<file path="config.mk">
export PLATFORM = sky130hd
export DESIGN_NAME = write_addr_gen
export DESIGN_NICKNAME = d
export VERILOG_FILES = /design/src/rtl/write_addr_gen.sv
export SDC_FILE = /design/constraint.sdc
export NUM_CORES = 1
export LEC_CHECK = 0
export ABC_AREA = 1
export BUFFER_PORTS_ARGS = -buffer_cell sky130_fd_sc_hd__buf_4
export CORE_MARGIN = 2
export CORE_UTILIZATION = 25
export DETAILED_ROUTE_END_ITERATION = 7
export HOLD_SLACK_MARGIN = 0.02
export PLACE_DENSITY = 0.49
export SLEW_MARGIN = 40
export SYNTH_ARGS = -nofsm -noshare
export SYNTH_HDL_FRONTEND = slang
export SYNTH_SLANG_ARGS = --single-unit
</file>
<file path="constraint.sdc">
create_clock -name clk -period 5.2 [get_ports clk]
set_input_delay 0.78 -clock clk [delete_from_list [all_inputs] [get_ports clk]]
set_output_delay 0.78 -clock clk [all_outputs]
set_load 0.02 [all_outputs]
</file>
<file path="src/rtl/write_addr_gen.sv">
// +--------------------------------------------------------------------------+
// | Module   : write_addr_gen                                                |
// | Function : expands one AW command into len+1 per-beat write addresses   |
// |            (FIXED / INCR / WRAP) with per-burst illegal-command flag.   |
// | Revision : 1.0  initial release                                          |
// +--------------------------------------------------------------------------+
`default_nettype none

module write_addr_gen #(
  parameter int ADDR_W     = 32,
  parameter int ID_W       = 6,
  parameter int DATA_BYTES = 4
) (
  input  logic              clk,
  input  logic              reset,
  input  logic              cmd_valid,
  output logic              cmd_ready,
  input  logic [ADDR_W-1:0] cmd_addr,
  input  logic [ID_W-1:0]   cmd_id,
  input  logic [2:0]        cmd_prot,
  input  logic [7:0]        cmd_len,
  input  logic [2:0]        cmd_size,
  input  logic [1:0]        cmd_burst,
  output logic              beat_valid,
  input  logic              beat_ready,
  output logic [ADDR_W-1:0] beat_addr,
  output logic [ID_W-1:0]   beat_id,
  output logic [2:0]        beat_prot,
  output logic [7:0]        beat_idx,
  output logic              beat_last,
  output logic              beat_err,
  output logic              busy
);

  localparam logic [2:0]        c_MAX_SIZE = 3'($clog2(DATA_BYTES));
  localparam logic [1:0]        c_FIXED    = 2'b00;
  localparam logic [1:0]        c_INCR     = 2'b01;
  localparam logic [1:0]        c_WRAP     = 2'b10;
  localparam logic [1:0]        c_RSVD     = 2'b11;
  localparam logic [ADDR_W-1:0] c_ONE      = ADDR_W'(1);

  typedef enum logic [0:0] {
    ST_IDLE  = 1'b0,
    ST_BURST = 1'b1
  } state_t;

  state_t            r_state, w_next_state;
  logic [ADDR_W-1:0] r_beat_addr, r_incr, r_wrap_lower, r_wrap_upper;
  logic [ID_W-1:0]   r_beat_id;
  logic [2:0]        r_beat_prot;
  logic [7:0]        r_beat_idx, r_len;
  logic [1:0]        r_burst;
  logic              r_err;

  logic [ADDR_W-1:0] w_cmd_incr, w_cmd_wrap_bytes, w_cmd_wrap_lower;
  logic [ADDR_W-1:0] w_incr_sum, w_next_addr;
  logic              w_cmd_err, w_pop, w_fire, w_at_last;

  assign w_cmd_incr       = c_ONE << cmd_size;
  assign w_cmd_wrap_bytes = ADDR_W'({1'b0, cmd_len} + 9'd1) << cmd_size;
  assign w_cmd_wrap_lower = cmd_addr & ~(w_cmd_wrap_bytes - c_ONE);

  always_comb begin
    w_cmd_err = 1'b0;
    if (cmd_size > c_MAX_SIZE)  w_cmd_err = 1'b1;
    if (cmd_burst == c_RSVD)    w_cmd_err = 1'b1;
    if (cmd_burst == c_WRAP) begin
      if (!(cmd_len == 8'd1 || cmd_len == 8'd3 || cmd_len == 8'd7 || cmd_len == 8'd15))
        w_cmd_err = 1'b1;
      if ((cmd_addr & (w_cmd_incr - c_ONE)) != '0)
        w_cmd_err = 1'b1;
    end
  end

  // Illegal bursts keep the start address on every beat.
  assign w_incr_sum = r_beat_addr + r_incr;
  always_comb begin
    w_next_addr = r_beat_addr;
    if (!r_err) begin
      case (r_burst)
        c_INCR:  w_next_addr = (r_beat_addr & ~(r_incr - c_ONE)) + r_incr;
        c_WRAP:  w_next_addr = (w_incr_sum == r_wrap_upper) ? r_wrap_lower : w_incr_sum;
        c_FIXED: w_next_addr = r_beat_addr;
        default: w_next_addr = r_beat_addr;
      endcase
    end
  end

  assign w_at_last = (r_beat_idx == r_len);
  assign w_pop     = cmd_valid && cmd_ready;
  assign w_fire    = beat_valid && beat_ready;

  always_comb begin
    w_next_state = r_state;
    cmd_ready    = 1'b0;
    beat_valid   = 1'b0;
    busy         = 1'b0;
    case (r_state)
      ST_IDLE: begin
        cmd_ready = !reset;
        if (cmd_valid) w_next_state = ST_BURST;
      end
      ST_BURST: begin
        beat_valid = 1'b1;
        busy       = 1'b1;
        if (beat_ready && w_at_last) w_next_state = ST_IDLE;
      end
      default: w_next_state = ST_IDLE;
    endcase
  end

  always_ff @(posedge clk) begin
    if (reset) begin
      r_state      <= ST_IDLE;
      r_beat_addr  <= '0;
      r_beat_id    <= '0;
      r_beat_prot  <= '0;
      r_beat_idx   <= '0;
      r_len        <= '0;
      r_burst      <= '0;
      r_err        <= 1'b0;
      r_incr       <= '0;
      r_wrap_lower <= '0;
      r_wrap_upper <= '0;
    end else begin
      r_state <= w_next_state;
      if (w_pop) begin
        r_beat_addr  <= cmd_addr;
        r_beat_id    <= cmd_id;
        r_beat_prot  <= cmd_prot;
        r_beat_idx   <= 8'd0;
        r_len        <= cmd_len;
        r_burst      <= cmd_burst;
        r_err        <= w_cmd_err;
        r_incr       <= w_cmd_incr;
        r_wrap_lower <= w_cmd_wrap_lower;
        r_wrap_upper <= w_cmd_wrap_lower + w_cmd_wrap_bytes;
      end else if (w_fire && !w_at_last) begin
        r_beat_idx  <= r_beat_idx + 8'd1;
        r_beat_addr <= w_next_addr;
      end
    end
  end

  assign beat_addr = r_beat_addr;
  assign beat_id   = r_beat_id;
  assign beat_prot = r_beat_prot;
  assign beat_idx  = r_beat_idx;
  assign beat_last = beat_valid && w_at_last;
  assign beat_err  = beat_valid && r_err;

endmodule

`default_nettype wire
</file>
# Yosys cells after proc, flatten, opt, wreduce, memory -nomap -nowiden
# Cells that the tools add are included.
# classes
addsub	8
n_lt_le_gt_ge	1
n_eq_ne	11
shifts	2
n_mux	15
n_bitwise	6
n_reduce_logical	16
# ops
operator	n
$mux 32	4
$add 32x32->32	3
$and 32x32->32	3
$sub 32x1->32 const B	3
$not 32->32	2
$pmux 32 s2	1
$eq 32x32->1	1
$reduce_bool 32->1	1
$shl 1x3->32 const A	1
$shl 9x3->32	1
$add 8x1->9 const B	1
$mux 1	9
$add 8x1->8 const B	1
$eq 8x1->1 const B	1
$eq 8x2->1 const B	1
$eq 8x3->1 const B	1
$eq 8x4->1 const B	1
$eq 8x8->1	1
$eq 2x2->1 const B	3
$logic_and 1x1->1	6
$gt 3x2->1 const B	1
$logic_or 1x1->1	3
$reduce_and 3->1	1
$reduce_bool 3->1	1
7 further kinds	8
# totals
register_bits	157
input_bits	58
out_inout_bits	54
elab_cells	70

# Depth between registers and ports, before layout
# depth
ltp_word	8
ltp_mapped	34
ltp_nobuf	34

# Worst setup path after synthesis
# No wires, ideal clock.
# synth_path
kind	input to register
from	in cmd_len[1]
to	reg r_wrap_upper[22]
setup_ns	0.109
arrival_ns	4.037
required_ns	5.091
slack_ns	1.054
cell_stages	32
n_path_buf	0
path_cell_list	inv_1 > ha_1 > inv_1 > o21ai_1 > inv_1 > nand2_1 > nand2_1 > inv_1 > nand2_1 > inv_1 > nand2_2 > nor2_4 > nand3_4 > inv_1 > nand2_1 > nor2_1 > nand3_1 > nor3_1 > ha_1 > nand2_1 > inv_1 > ha_1 > nand2_1 > inv_1 > a221oi_1 > nand3_2 > nand2_2 > inv_2 > nand2_1 > nand2_1 > nand2_1 > inv_1
# synth_between
elab_chain_len	6
# synth_lines
item	line	source
from (decl)	21	input logic [7:0] cmd_len,
$add 8x1->9	60	assign w_cmd_wrap_bytes = ADDR_W'({1'b0, cmd_len} + 9'd1) << cmd_size;
$shl 9x3->32	60	
$sub 32x1->32	61	assign w_cmd_wrap_lower = cmd_addr & ~(w_cmd_wrap_bytes - c_ONE);
$not 32->32	61	
$and 32x32->32	61	
net w_cmd_wrap_lower[15]	55	logic [ADDR_W-1:0] w_cmd_incr, w_cmd_wrap_bytes, w_cmd_wrap_lower;
$add 32x32->32	137	r_wrap_upper <= w_cmd_wrap_lower + w_cmd_wrap_bytes;
to (signal assigned)	137	
to (decl)	48	logic [ADDR_W-1:0] r_beat_addr, r_incr, r_wrap_lower, r_wrap_upper;
# The timed path passes the listed nets, and every way through them passes these cells.
# A chain may end at the register's enable or synchronous reset.

# Worst setup path in the final report
# Ends and elaborated chain as after synthesis.

==> metrics.csv <==
stage;metric;value;unit
setup_path;cp.buffers_inverters;11;
die;num_rows;79;
pwr;power.switching;1.16;mW
sta;setup-tns-final;0;ns
setup_path;critical-path-top-delay-family;simple AND/OR/NAND/NOR gates;
global_routing;grt_pass1_wl;73600;um
sta;rsz0062_at_grt;no;
logic_synthesis;ys.flop_type;dfxtp_1;
clock_network;htree_levels;4;
logic_synthesis;yosys-top-cells-count;628 x nand2_1, 279 x inv_1, 194 x nand3_1;
min_path;hold_depth;2;
logic_synthesis;synth.cell_area;0.0117;mm2
logic_synthesis;synth_fp_nets;2107;
setup_path;slowest_delay;0.35;ns
sta;tightest_slew;0.692;ns
logic_synthesis;yosys.area.top_type;dfxtp_1;
global_routing;grt_pass1_vias;12516;
sta;drv_slew;0;
pwr;powerDensity;239;mW/mm2
routing;totalWireLength;47900;um
routing;via_per_inst;4.85;
global_routing;overflow;0;
routing;drc;0;
setup_path;rrSetupSlack;1.29;ns
routing;dr_wl_met3;2580;um
setup_path;r2r.worst_path.cells;22;
clock_network;postCtsHoldBufs;0;
layout;n_antenna_cell;0;
sta;setup_viol;0;
pwr;seqPwrFrac;0.354;
sta;period_share;0.849;
logic_synthesis;yosysSeqAreaShare;0.227;
die;io_pins;112;
clock_network;clock-sinks;133;
pwr;leakage;6.59;nW
outcome;outcome;completed;
pwr;irDropWorstVdd;158;uV
clock_network;cts_setup_buffers;0;
clock_network;clkTransAtPathRegs;0.06;ns
routing;drt_iter0_markers;1126;
die;die_area;0.0486;mm2
sta;period_needed;4.41;ns
clock_network;ctsLongestPathBuffers;2;
logic_synthesis;synth_area_leaders;dfxtp_1 23%, nand2_1 20%, inv_1 8.9%, nand3_1 8.3%, nor2_1 5.4%;
setup_path;worstSetupStartpoint;cmd_len[1];
clock_network;tritoncts.num_buffers;17;
setup_path;critical_path.max_fanout;7;
setup_path;critPathSlowestCell;ha_1;
routing;avgRoutedWirePerCell;17.6;um
clock_network;cts_root_buffer;clkbuf_16;
place;hpwl;38400;um
layout;area_growth;17.4;%
die;die_x;220;um
die;die_h;220;um
layout;drive_gt1_frac;0.125;
routing;wl_met2;21800;um
min_path;hp-class;register to register;
layout;fillers;5176;
place;gp_congestion;0.950;
layout;final-seq-area;0.00266;mm2
setup_path;crit_type;input port to register;
sta;fmax;0.227;GHz
clock_network;insertion_delay;0.45;ns
layout;multiInputGateArea;0.00767;mm2
setup_path;end_kind;register;
logic_synthesis;synth_cell_type_count;62;
clock_network;tritoncts;done;
flow_run;max_cap_viol_count;0;
global_routing;grt.total_usage;0.199;
setup_path;r2r-start;r_incr[0];
setup_path;cp.required;5.55;ns
setup_path;startpoint_type;input port;
min_path;hp-start;r_wrap_lower[29];
logic_synthesis;yosysMostFrequentCell;nand2_1;
sta;hold_viol_final;0;
routing;top_layer_used;met4;
die;fp.coreArea;0.0464;mm2
sta;max-slew-margin-rel;0.538;
pwr;combPwrFrac;0.260;
place;portBuffers;111;
logic_synthesis;async_flop_share;0;
logic_synthesis;synth_edf_count;0;
clock_network;ctsResizeCount;0;
logic_synthesis;syn-instance-count;2022;
logic_synthesis;synth_top_area_share;0.227;
logic_synthesis;ys.warnings.count;0;
logic_synthesis;synth.avg_cell_area;5.79;um2
pwr;swShare;0.353;
routing;vias;13236;
global_routing;grt_max_degree;55;
global_routing;antenna_found_initial;0;
routing;drt_pass1_iterations;5;
setup_path;r2r_end;beat_addr[16];
sta;clock_skew;0.00808;ns
layout;fin_nets;2194;
pwr;p_int;2.13;mW
logic_synthesis;synth_seq_cells;133;
die;initial_core_util;0.253;
layout;final_core_util;0.296;
setup_path;cp.arrival;4.76;ns
routing;ant_nets;0;
pwr;clkPwrFrac;0.387;
routing;wl_met1;22200;um
min_path;hold_end;r_wrap_lower[29];
-- cells in the final DEF (no fill, tap or decap), types with 9 or more instances in the layout --
cell       instances
a21oi_1           97
a21oi_2           10
a22o_1            15
buf_4            126
clkbuf_16         17
dfxtp_1          133
ha_1              26
inv_1            277
inv_2             12
nand2_1          627
nand2_2           29
nand3_1          194
nand3_2           10
nand4_1           43
nor2_1           167
nor2_2            16
nor2_4            11
nor3_1            26
nor4_1            12
o21ai_0          106
o21ai_1           15
o22ai_1           13
or2_2              9
xnor2_1           10
xor2_1            31
-- kinds of logic (layout without fill, tap and decap cells) --
kind of cell	Yosys count	in the layout	share of synthesized area
buf+inv	352	451	0.119
simple gates	1164	1164	0.441
fa+ha+maj	27	27	0.0295
flops	133	133	0.227
compound gates	304	304	0.151
xor+xnor	42	42	0.0321
-- power groups by stage --
| stage | clock, mW | combinational [mW] | sequential [mW] |
|---|---|---|---|
| 2_1_floorplan | 0 | 0.545 | 1.18 |
| 3_3_place_gp | 0 | 0.848 | 1.18 |
| 3_5_place_dp | 0 | 0.849 | 1.18 |
| 4_1_cts | 1.30 | 0.853 | 1.16 |
| 5_1_grt | 1.34 | 0.954 | 1.17 |
| 6_report | 1.27 | 0.854 | 1.16 |
-- state kept, by name (all words and copies together) (netlist names) --
signal and cells:
beat_addr 32, beat_id 6, beat_idx 8, beat_prot 3, r_burst 2, r_err 1, r_incr 8, r_len 8
r_state 1, r_wrap_lower 32, r_wrap_upper 32
-- final cells by class --
type / instances / share of cell area
inverter: 294 / 0.0807
multi-input combinational: 1537 / 0.558
clock buffer: 19 / 0.0322
clock inverter: 12 / 0.0112
tap: 607 / 0.0553
sequential: 133 / 0.194
timing repair buffer: 126 / 0.0688
-- metal layers --
| layer | vias to the layer above | track usage |
|---|---|---|
| li1 | 6717 | - |
| met1 | 6067 | 0.267 |
| met2 | 383 | 0.325 |
| met3 | 69 | 0.0309 |
| met4 | 0 | 0.0691 |
| met5 | - | 0 |
-- how the worst max path moves through the flow --
stage,endpoint,slack (ns),depth (start not counted)
after CTS,r_wrap_upper[22],0.82,33
after detailed placement,r_wrap_upper[22],0.36,33
after global placement,r_wrap_upper[18],0.43,33
final,r_wrap_upper[22],0.79,33
after global routing,r_wrap_upper[24],0.32,32
after floorplan,r_wrap_upper[22],1.05,32
-- worst reg2reg max path, delay by kind of cell, from the launching register on --
family          cells  cell delay (ns)
simple gates       18             2.64
fa+ha+maj           2             0.62
flops               1             0.43
buf+inv             1             0.06
compound gates      1             0.12
-- metrics by stage --
step           instances  instance area (um2)  hold WS (ns)  power [mW]  setup slack (ns)
6_report            2728                13700         0.458        3.29             0.787
5_1_grt             2728                13700         0.480        3.46             0.320
3_3_place_gp        2697                13100         0.441        2.03             0.426
4_1_cts             2728                13700         0.457        3.31             0.817
3_5_place_dp        2697                13100         0.445        2.03             0.358
2_1_floorplan       2022                11700         0.420        1.73              1.05
Note: power is estimated with default switching activity, not from simulation.
